--- config.mk ---
export PLATFORM = sky130hd
export DESIGN_NAME = neuron_mac_accumulator
export DESIGN_NICKNAME = d
export VERILOG_FILES = /design/src/rtl/neuron_mac_accumulator.sv
export SDC_FILE = /design/constraint.sdc
export NUM_CORES = 1
export LEC_CHECK = 0
export ABC_AREA = 1
export BUFFER_PORTS_ARGS = -buffer_cell sky130_fd_sc_hd__buf_4
export CAP_MARGIN = 20
export CORE_MARGIN = 2
export CORE_UTILIZATION = 55
export CTS_BUF_LIST = sky130_fd_sc_hd__clkbuf_2 sky130_fd_sc_hd__clkbuf_4 sky130_fd_sc_hd__clkbuf_8
export DETAILED_ROUTE_END_ITERATION = 16
export PLACE_DENSITY_LB_ADDON = 0.08
export SYNTH_ARGS = -nofsm -noshare
export SYNTH_HDL_FRONTEND = slang
export SYNTH_SLANG_ARGS = --single-unit
--- constraint.sdc ---
create_clock -name clock -period 5.9 [get_ports clock]
set_input_delay 1.475 -clock clock [delete_from_list [all_inputs] [get_ports clock]]
set_output_delay 1.475 -clock clock [all_outputs]
set_load 0.01 [all_outputs]
--- src/rtl/neuron_mac_accumulator.sv ---
// neuron_mac_accumulator: streams Q5.11 (input, weight) pairs for one neuron, accumulates
// them at full precision on top of a bias, then rounds and saturates to a 16-bit Q5.11 sum.
`default_nettype none

module neuron_mac_accumulator #(
    parameter int DATAWIDTH   = 16,
    parameter int FRAC_BITS   = 11,
    parameter int ACCWIDTH    = 40,
    parameter int COUNT_WIDTH = 10
) (
    input  logic                   clock,
    input  logic                   reset_n,
    input  logic                   start,
    input  logic [COUNT_WIDTH-1:0] num_terms,
    input  logic [DATAWIDTH-1:0]   bias,
    input  logic                   activation_sel_in,
    input  logic                   in_valid,
    output logic                   in_ready,
    input  logic [DATAWIDTH-1:0]   data_in,
    input  logic [DATAWIDTH-1:0]   weight_in,
    output logic                   sum_valid,
    input  logic                   sum_ready,
    output logic [DATAWIDTH-1:0]   sum,
    output logic                   activation_func,
    output logic                   overflow,
    output logic                   busy
);

    localparam int PRODWIDTH = 2 * DATAWIDTH;

    localparam logic [2:0] S_IDLE  = 3'd0;
    localparam logic [2:0] S_ACCUM = 3'd1;
    localparam logic [2:0] S_DRAIN = 3'd2;
    localparam logic [2:0] S_ROUND = 3'd3;
    localparam logic [2:0] S_HOLD  = 3'd4;

    localparam logic signed [ACCWIDTH-1:0] ROUND_HALF  = ACCWIDTH'(2 ** (FRAC_BITS - 1));
    localparam logic signed [ACCWIDTH-1:0] SUM_MAX_EXT = ACCWIDTH'(2 ** (DATAWIDTH - 1) - 1);
    localparam logic signed [ACCWIDTH-1:0] SUM_MIN_EXT = -SUM_MAX_EXT - ACCWIDTH'(1);
    localparam logic [DATAWIDTH-1:0]       SUM_MAX     = {1'b0, {(DATAWIDTH-1){1'b1}}};
    localparam logic [DATAWIDTH-1:0]       SUM_MIN     = {1'b1, {(DATAWIDTH-1){1'b0}}};

    logic [2:0]                  state;
    logic [2:0]                  next_state;

    logic signed [ACCWIDTH-1:0]  acc;
    logic [COUNT_WIDTH-1:0]      count;
    logic [COUNT_WIDTH-1:0]      num_terms_q;
    logic signed [PRODWIDTH-1:0] prod;
    logic                        prod_valid;
    logic                        act_sel_q;
    logic [DATAWIDTH-1:0]        sum_q;
    logic                        overflow_q;
    logic                        sum_valid_q;

    logic                        handshake;
    logic                        last_pair;
    logic signed [PRODWIDTH-1:0] data_ext;
    logic signed [PRODWIDTH-1:0] weight_ext;
    logic signed [ACCWIDTH-1:0]  prod_ext;
    logic signed [ACCWIDTH-1:0]  bias_ext;
    logic signed [ACCWIDTH-1:0]  rounded;
    logic                        sat_hi;
    logic                        sat_lo;

    assign handshake  = in_valid & in_ready;
    assign last_pair  = handshake && (count == num_terms_q - COUNT_WIDTH'(1));

    assign data_ext   = {{DATAWIDTH{data_in[DATAWIDTH-1]}}, data_in};
    assign weight_ext = {{DATAWIDTH{weight_in[DATAWIDTH-1]}}, weight_in};
    assign prod_ext   = {{(ACCWIDTH-PRODWIDTH){prod[PRODWIDTH-1]}}, prod};
    // Bias is moved onto the Q.22 grid of the products before it seeds the accumulator.
    assign bias_ext   = {{(ACCWIDTH-DATAWIDTH-FRAC_BITS){bias[DATAWIDTH-1]}}, bias,
                         {FRAC_BITS{1'b0}}};

    // Round half up: add half an LSB of the result, then floor via arithmetic shift.
    assign rounded    = (acc + ROUND_HALF) >>> FRAC_BITS;
    assign sat_hi     = rounded > SUM_MAX_EXT;
    assign sat_lo     = rounded < SUM_MIN_EXT;

    always_ff @(posedge clock or negedge reset_n) begin
        if (!reset_n) begin
            state <= S_IDLE;
        end else begin
            state <= next_state;
        end
    end

    always_comb begin
        next_state = state;
        case (state)
            S_IDLE: begin
                if (start) begin
                    next_state = (num_terms == '0) ? S_DRAIN : S_ACCUM;
                end
            end
            S_ACCUM: begin
                if (last_pair) begin
                    next_state = S_DRAIN;
                end
            end
            S_DRAIN: next_state = S_ROUND;
            S_ROUND: next_state = S_HOLD;
            S_HOLD: begin
                if (sum_ready) begin
                    next_state = S_IDLE;
                end
            end
            default: next_state = S_IDLE;
        endcase
    end

    always_comb begin
        in_ready = 1'b0;
        busy     = 1'b1;
        case (state)
            S_IDLE:  busy     = 1'b0;
            S_ACCUM: in_ready = 1'b1;
            default: ;
        endcase
    end

    always_ff @(posedge clock or negedge reset_n) begin
        if (!reset_n) begin
            acc         <= '0;
            count       <= '0;
            num_terms_q <= '0;
            prod        <= '0;
            prod_valid  <= 1'b0;
            act_sel_q   <= 1'b0;
            sum_q       <= '0;
            overflow_q  <= 1'b0;
            sum_valid_q <= 1'b0;
        end else begin
            if (state == S_IDLE && start) begin
                num_terms_q <= num_terms;
                act_sel_q   <= activation_sel_in;
                acc         <= bias_ext;
                count       <= '0;
                prod_valid  <= 1'b0;
            end else begin
                // The product register splits the multiply from the add; DRAIN flushes it.
                if (prod_valid) begin
                    acc <= acc + prod_ext;
                end
                if (handshake) begin
                    prod       <= data_ext * weight_ext;
                    prod_valid <= 1'b1;
                    count      <= count + COUNT_WIDTH'(1);
                end else begin
                    prod_valid <= 1'b0;
                end
            end

            if (state == S_ROUND) begin
                sum_valid_q <= 1'b1;
                overflow_q  <= sat_hi | sat_lo;
                if (sat_hi) begin
                    sum_q <= SUM_MAX;
                end else if (sat_lo) begin
                    sum_q <= SUM_MIN;
                end else begin
                    sum_q <= rounded[DATAWIDTH-1:0];
                end
            end else if (state == S_HOLD && sum_ready) begin
                sum_valid_q <= 1'b0;
            end
        end
    end

    assign sum             = sum_q;
    assign overflow        = overflow_q;
    assign sum_valid       = sum_valid_q;
    assign activation_func = act_sel_q;

endmodule

`default_nettype wire
== Word level (Yosys, flattened, before mapping) ==
Cells that the tools add are included.

* Logic and storage cells: 55
* Flip-flop bits (word level): 115

* Bitwise gates (word level): 3
* Multiply operators: 1
* Reduce and logical (&&, ||, !) cells: 10
* Equal/unequal tests: 8
* Mux-type cells: 17
* $add $sub $neg: 4
* Order comparisons: 2

{| class="wikitable"
|+ Operators with widths
! operator !! count
|-
| 2-to-1 mux 40 bit || 2
|-
| adder 40 x 12 -> 40 bit (second input constant) || 1
|-
| adder 40 x 32 -> 40 bit || 1
|-
| multiplier 16 x 16 -> 32 bit || 1
|-
| 2-to-1 mux 16 bit || 2
|-
| greater-than comparator 29 x 16 -> 1 bit (second input constant) || 1
|-
| < comparator 29 x 16 -> 1 bit (second input constant) || 1
|-
| 2-to-1 mux 10 bit || 2
|-
| one-hot mux 3 bit (5 select lines) || 1
|-
| adder 10 x 1 -> 10 bit (second input constant) || 1
|-
| == test 10 bit || 1
|-
| logical NOT 10 bit || 1
|-
| subtractor 10 x 1 -> 10 bit (second input constant) || 1
|-
| 2-to-1 mux 3 bit || 3
|-
| == test 3 x 2 -> 1 bit (second input constant) || 2
|-
| 2-to-1 mux 1 bit || 6
|-
| inequality test 2 bit (second input constant) || 3
|-
| nonzero test 2 bit || 3
|-
| == test 3 x 1 -> 1 bit (second input constant) || 1
|-
| == test 3 bit (second input constant) || 1
|-
| logical AND 1 bit || 3
|-
| logical NOT 3 bit || 1
|-
| AND reduction 3 bit || 1
|-
| 2-to-1 mux 2 bit || 1
|-
| 4 further kinds || 4
|}

== Logic depth before layout (Yosys ltp) ==
* Depth in word-level cells: 6
* Depth in mapped cells: 29
* Mapped depth without buffers: 27

== Worst setup path after synthesis ==
No wires, ideal clock.

* Path kind: in2reg
* Start point: in weight_in[5]
* End point: reg prod[31]
* Slack: -1.310 ns
* Data arrival time: 7.144 ns
* Path buffers: 2
* Stages on the path: 24
* Cells stage by stage: clkbuf_1 -> clkbuf_1 -> nand2_1 -> fa_1 -> inv_1 -> fa_1 -> inv_1 -> fa_1 -> inv_1 -> fa_1 -> fa_1 -> inv_1 -> fa_1 -> inv_1 -> ha_1 -> a21oi_1 -> o21ai_0 -> a211oi_1 -> o21ai_0 -> nor2_1 -> inv_1 -> nand2_1 -> nand3_1 -> nand2_1

* Word-level cells in the longest chain between the ends: 1

{| class="wikitable"
|+ RTL lines
! element !! line !! source
|-
| start, declared || 20 || <nowiki>input logic [DATAWIDTH-1:0] weight_in,</nowiki>
|-
| multiplier 16 x 16 -> 32 bit || 147 || <nowiki>prod <= data_ext * weight_ext;</nowiki>
|-
| end signal, assigned || 147 ||
|-
| end, declared || 49 || <nowiki>logic signed [PRODWIDTH-1:0] prod;</nowiki>
|}

No other way between the ends.
A chain may end at the register's enable or synchronous reset.

== Final worst setup path ==
* Start point: in weight_in[6]
* End point: reg prod[27]

Same word-level chain as after synthesis.

==> impl_metrics.ini <==
[outcome]
outcome = finished, violations left
violations = setup timing

[routing]
via_count = 17678
drt_iter0_markers = 1073
routed_via_density = 5.25
ant_nets = 0
drc_errors = 0
wirelength_um = 57000
drtPass1Iterations = 5
wl_per_cell_um = 16.9

[floorplan]
die_area_um2 = 36300
ios = 85
num_rows = 68
die_h_um = 191
die_x_um = 191
design.core.area_um2 = 34400
initial_core_util = 0.557

[grt]
grt_pass1_wl_um = 92300
gr-total-overflow = 0
first_global_vias = 18463
antenna_found_initial = 0
groute.usage.overall = 0.323
grt_max_degree = 73

[setup_path]
r2r-start = prod[0]$_DFFE_PN0P_
critPathSlowestCell = fa_1
critPathLaunch = weight_in[6]
startpoint_type = input port
cpLargestDelayFamily = adder cells
cp_data_required_time_ns = 6.24
slowest_delay_ns = 0.55
cp.buffers_inverters = 8
path_cells = buf_12 > buf_6 > nand2_2 > inv_2 > fa_1 > inv_2 > fa_1 > inv_1 > fa_1 > fa_2 > fa_1 > inv_2 > fa_1 > inv_2 > ha_4 > nand4_1 > inv_1 > a21oi_2 > nand3_2 > a21o_1 > or2_4 > nand3_2 > nand2_1
arrival_ns = 6.48
worst-r2r-cell-count = 12
cp_max_fo = 6
path_depth = 23
endpoint_kind = flop
crit_top_cell = fa_1
path_class = in -> reg

[clock_tree]
cts-root-buf = clkbuf_8
cts_tree = yes
cts.clk_slew.worst_paths_ns = 0.08
clock-sinks = 115
clock_path_buffers = 2
numCtsBuffers = 17
insertion_delay_ns = 0.46
htreeDepth = 4

[timing]
layout_setup_ws_ns = -0.238
max_freq_mhz = 163
worst_pin_slew_ns = 0.978
hold_violations = 0
fin_worst_skew_ns = 0.0140
drv_slew = 0
finalSetupViolCount = 18
rsz0062_at_grt = yes
tns_ns = -2.86
relSlewSlack = 0.346
fin_crit_sh = 1.04
period_needed_ns = 6.14

[synth]
synth_top_area_frac = 0.275
netlist_instances = 2663
synth_cell_types = 48
synthFlopType = dfrtp_1
async_flop_share = 1.00
netlist_top_cells_area = fa_1, dfrtp_1, nand2_1
synth_seq_cells = 115
syn_nets = 3114
syn_area_per_cell_um2 = 7.19
synth-seq-area-share = 0.150
synth_most_common_cell = nand2_1
synth_common_cells = nand2_1, inv_1, fa_1
post-synth-top-area-cell = fa_1
synth_edf_count = 0
ys_warn_count = 0
syn_area_um2 = 19100

[min_path]
hp-class = reg -> reg
min_path_cells = 2
hold_start = activation_func$_DFFE_PN0P_

[finish]
diodes = 0
synthToLayoutAreaGrowth_pct = 23.7
multi_input_area_um2 = 14700
regArea_um2 = 2880
final_nets = 3352
n_fill_cell = 2813
layout-drive-gt1-share = 0.220
finalInstanceArea_um2 = 23700

[place]
dpl_cell_area_um2 = 21900
gp_congestion = 0.948
port_buffers = 84
pre_cts_ws_ns = -0.903
place_hpwl_um = 46600

[flow_run]
cap_violations = 0
flip-flops by register name, indices dropped and copies added (netlist names):
signal / cells
acc: 40
prod: 32
sum: 16
count: 10
num_terms_q: 10
state: 3
activation_func: 1
overflow: 1
prod_valid: 1
sum_valid: 1
tightest hold or removal path, delay by kind of cell, from the launching register on:
kind | cells | cell delay (ns)
flip-flops | 1 | 0.35
AND/OR/NAND/NOR | 2 | 0.10
routing by layer:
| metal | vias up | track usage | routed length (um) |
|---|---|---|---|
| met5 | - | 0 | 0 |
| met4 | 0 | 0.144 | 2560 |
| met3 | 134 | 0.0280 | 2560 |
| met2 | 554 | 0.568 | 28000 |
| met1 | 8494 | 0.405 | 23900 |
| li1 | 8496 | - | - |
path summary, 6_finish.rpt:
check                      slack (ns)                     endpoint
setup / recovery                -0.24         prod[27]$_DFFE_PN0P_
hold / removal                   0.49  activation_func$_DFFE_PN0P_
setup reg to reg                 2.72          acc[26]$_DFFE_PN0P_
hold reg to reg                  0.49  activation_func$_DFFE_PN0P_
max in group asynchronous        3.49          acc[32]$_DFFE_PN0P_
min in group asynchronous        1.02          acc[13]$_DFFE_PN0P_
through the flow:
step	util	hold slack, ns	instances
floorplan	-	0.453	2663
global placement	0.637	0.459	3300
detailed placement	0.637	0.469	3300
CTS	0.672	0.487	3354
global route	0.689	0.507	3368
finish	0.689	0.486	3368
layout make-up:
cell class / count / share of cell area
sequential: 115 / 0.122
tap: 455 / 0.0240
clock inverter: 11 / 0.00644
clock buffer: 20 / 0.0111
timing repair buffer: 303 / 0.116
inverter: 637 / 0.101
multi-input combinational: 1827 / 0.620
layout by cell type, fill, tap and decap left out, types with 17 or more instances in the layout:
cell | synthesis | routed
nand2_1 | 678 | 626
inv_1 | 630 | 563
buf_4 | 0 | 246
fa_1 | 263 | 237
nor2_1 | 200 | 184
dfrtp_1 | 115 | 115
ha_1 | 124 | 99
o21ai_0 | 112 | 92
a21oi_1 | 105 | 86
nand3_1 | 84 | 79
inv_2 | 6 | 69
nand2_2 | 12 | 46
xor2_1 | 37 | 35
buf_6 | 2 | 29
nor3_1 | 33 | 27
fa_2 | 0 | 26
ha_4 | 0 | 24
nand2_4 | 4 | 21
xnor2_1 | 24 | 21
a21oi_2 | 10 | 21
buf_12 | 0 | 21
nor2_2 | 9 | 20
o21ai_1 | 7 | 19
clkbuf_8 | 0 | 18
nand4_1 | 17 | 17
what timing repair did:
item / 4_1_cts / 5_1_grt
endpoints found under the setup margin: 20 / 23
gates resized for setup: 165 / 142
pin swaps: 128 / 144
setup buffers: 21 / 13
cloned: 2 / 2
hold buffers: 0 / 0
kinds of logic after synthesis:
family | count (synthesis) | share of synthesized area
AO/OA/AOI/OAI | 311 | 0.0934
XOR/XNOR | 61 | 0.0279
adder cells (fa/ha/maj) | 387 | 0.356
buffers and inverters | 721 | 0.142
flip-flops | 115 | 0.150
AND/OR/NAND/NOR | 1068 | 0.230
Power is left out: the tool's default activity adds up to more than one toggle a clock period on the data nets, which glitch-free logic cannot reach.
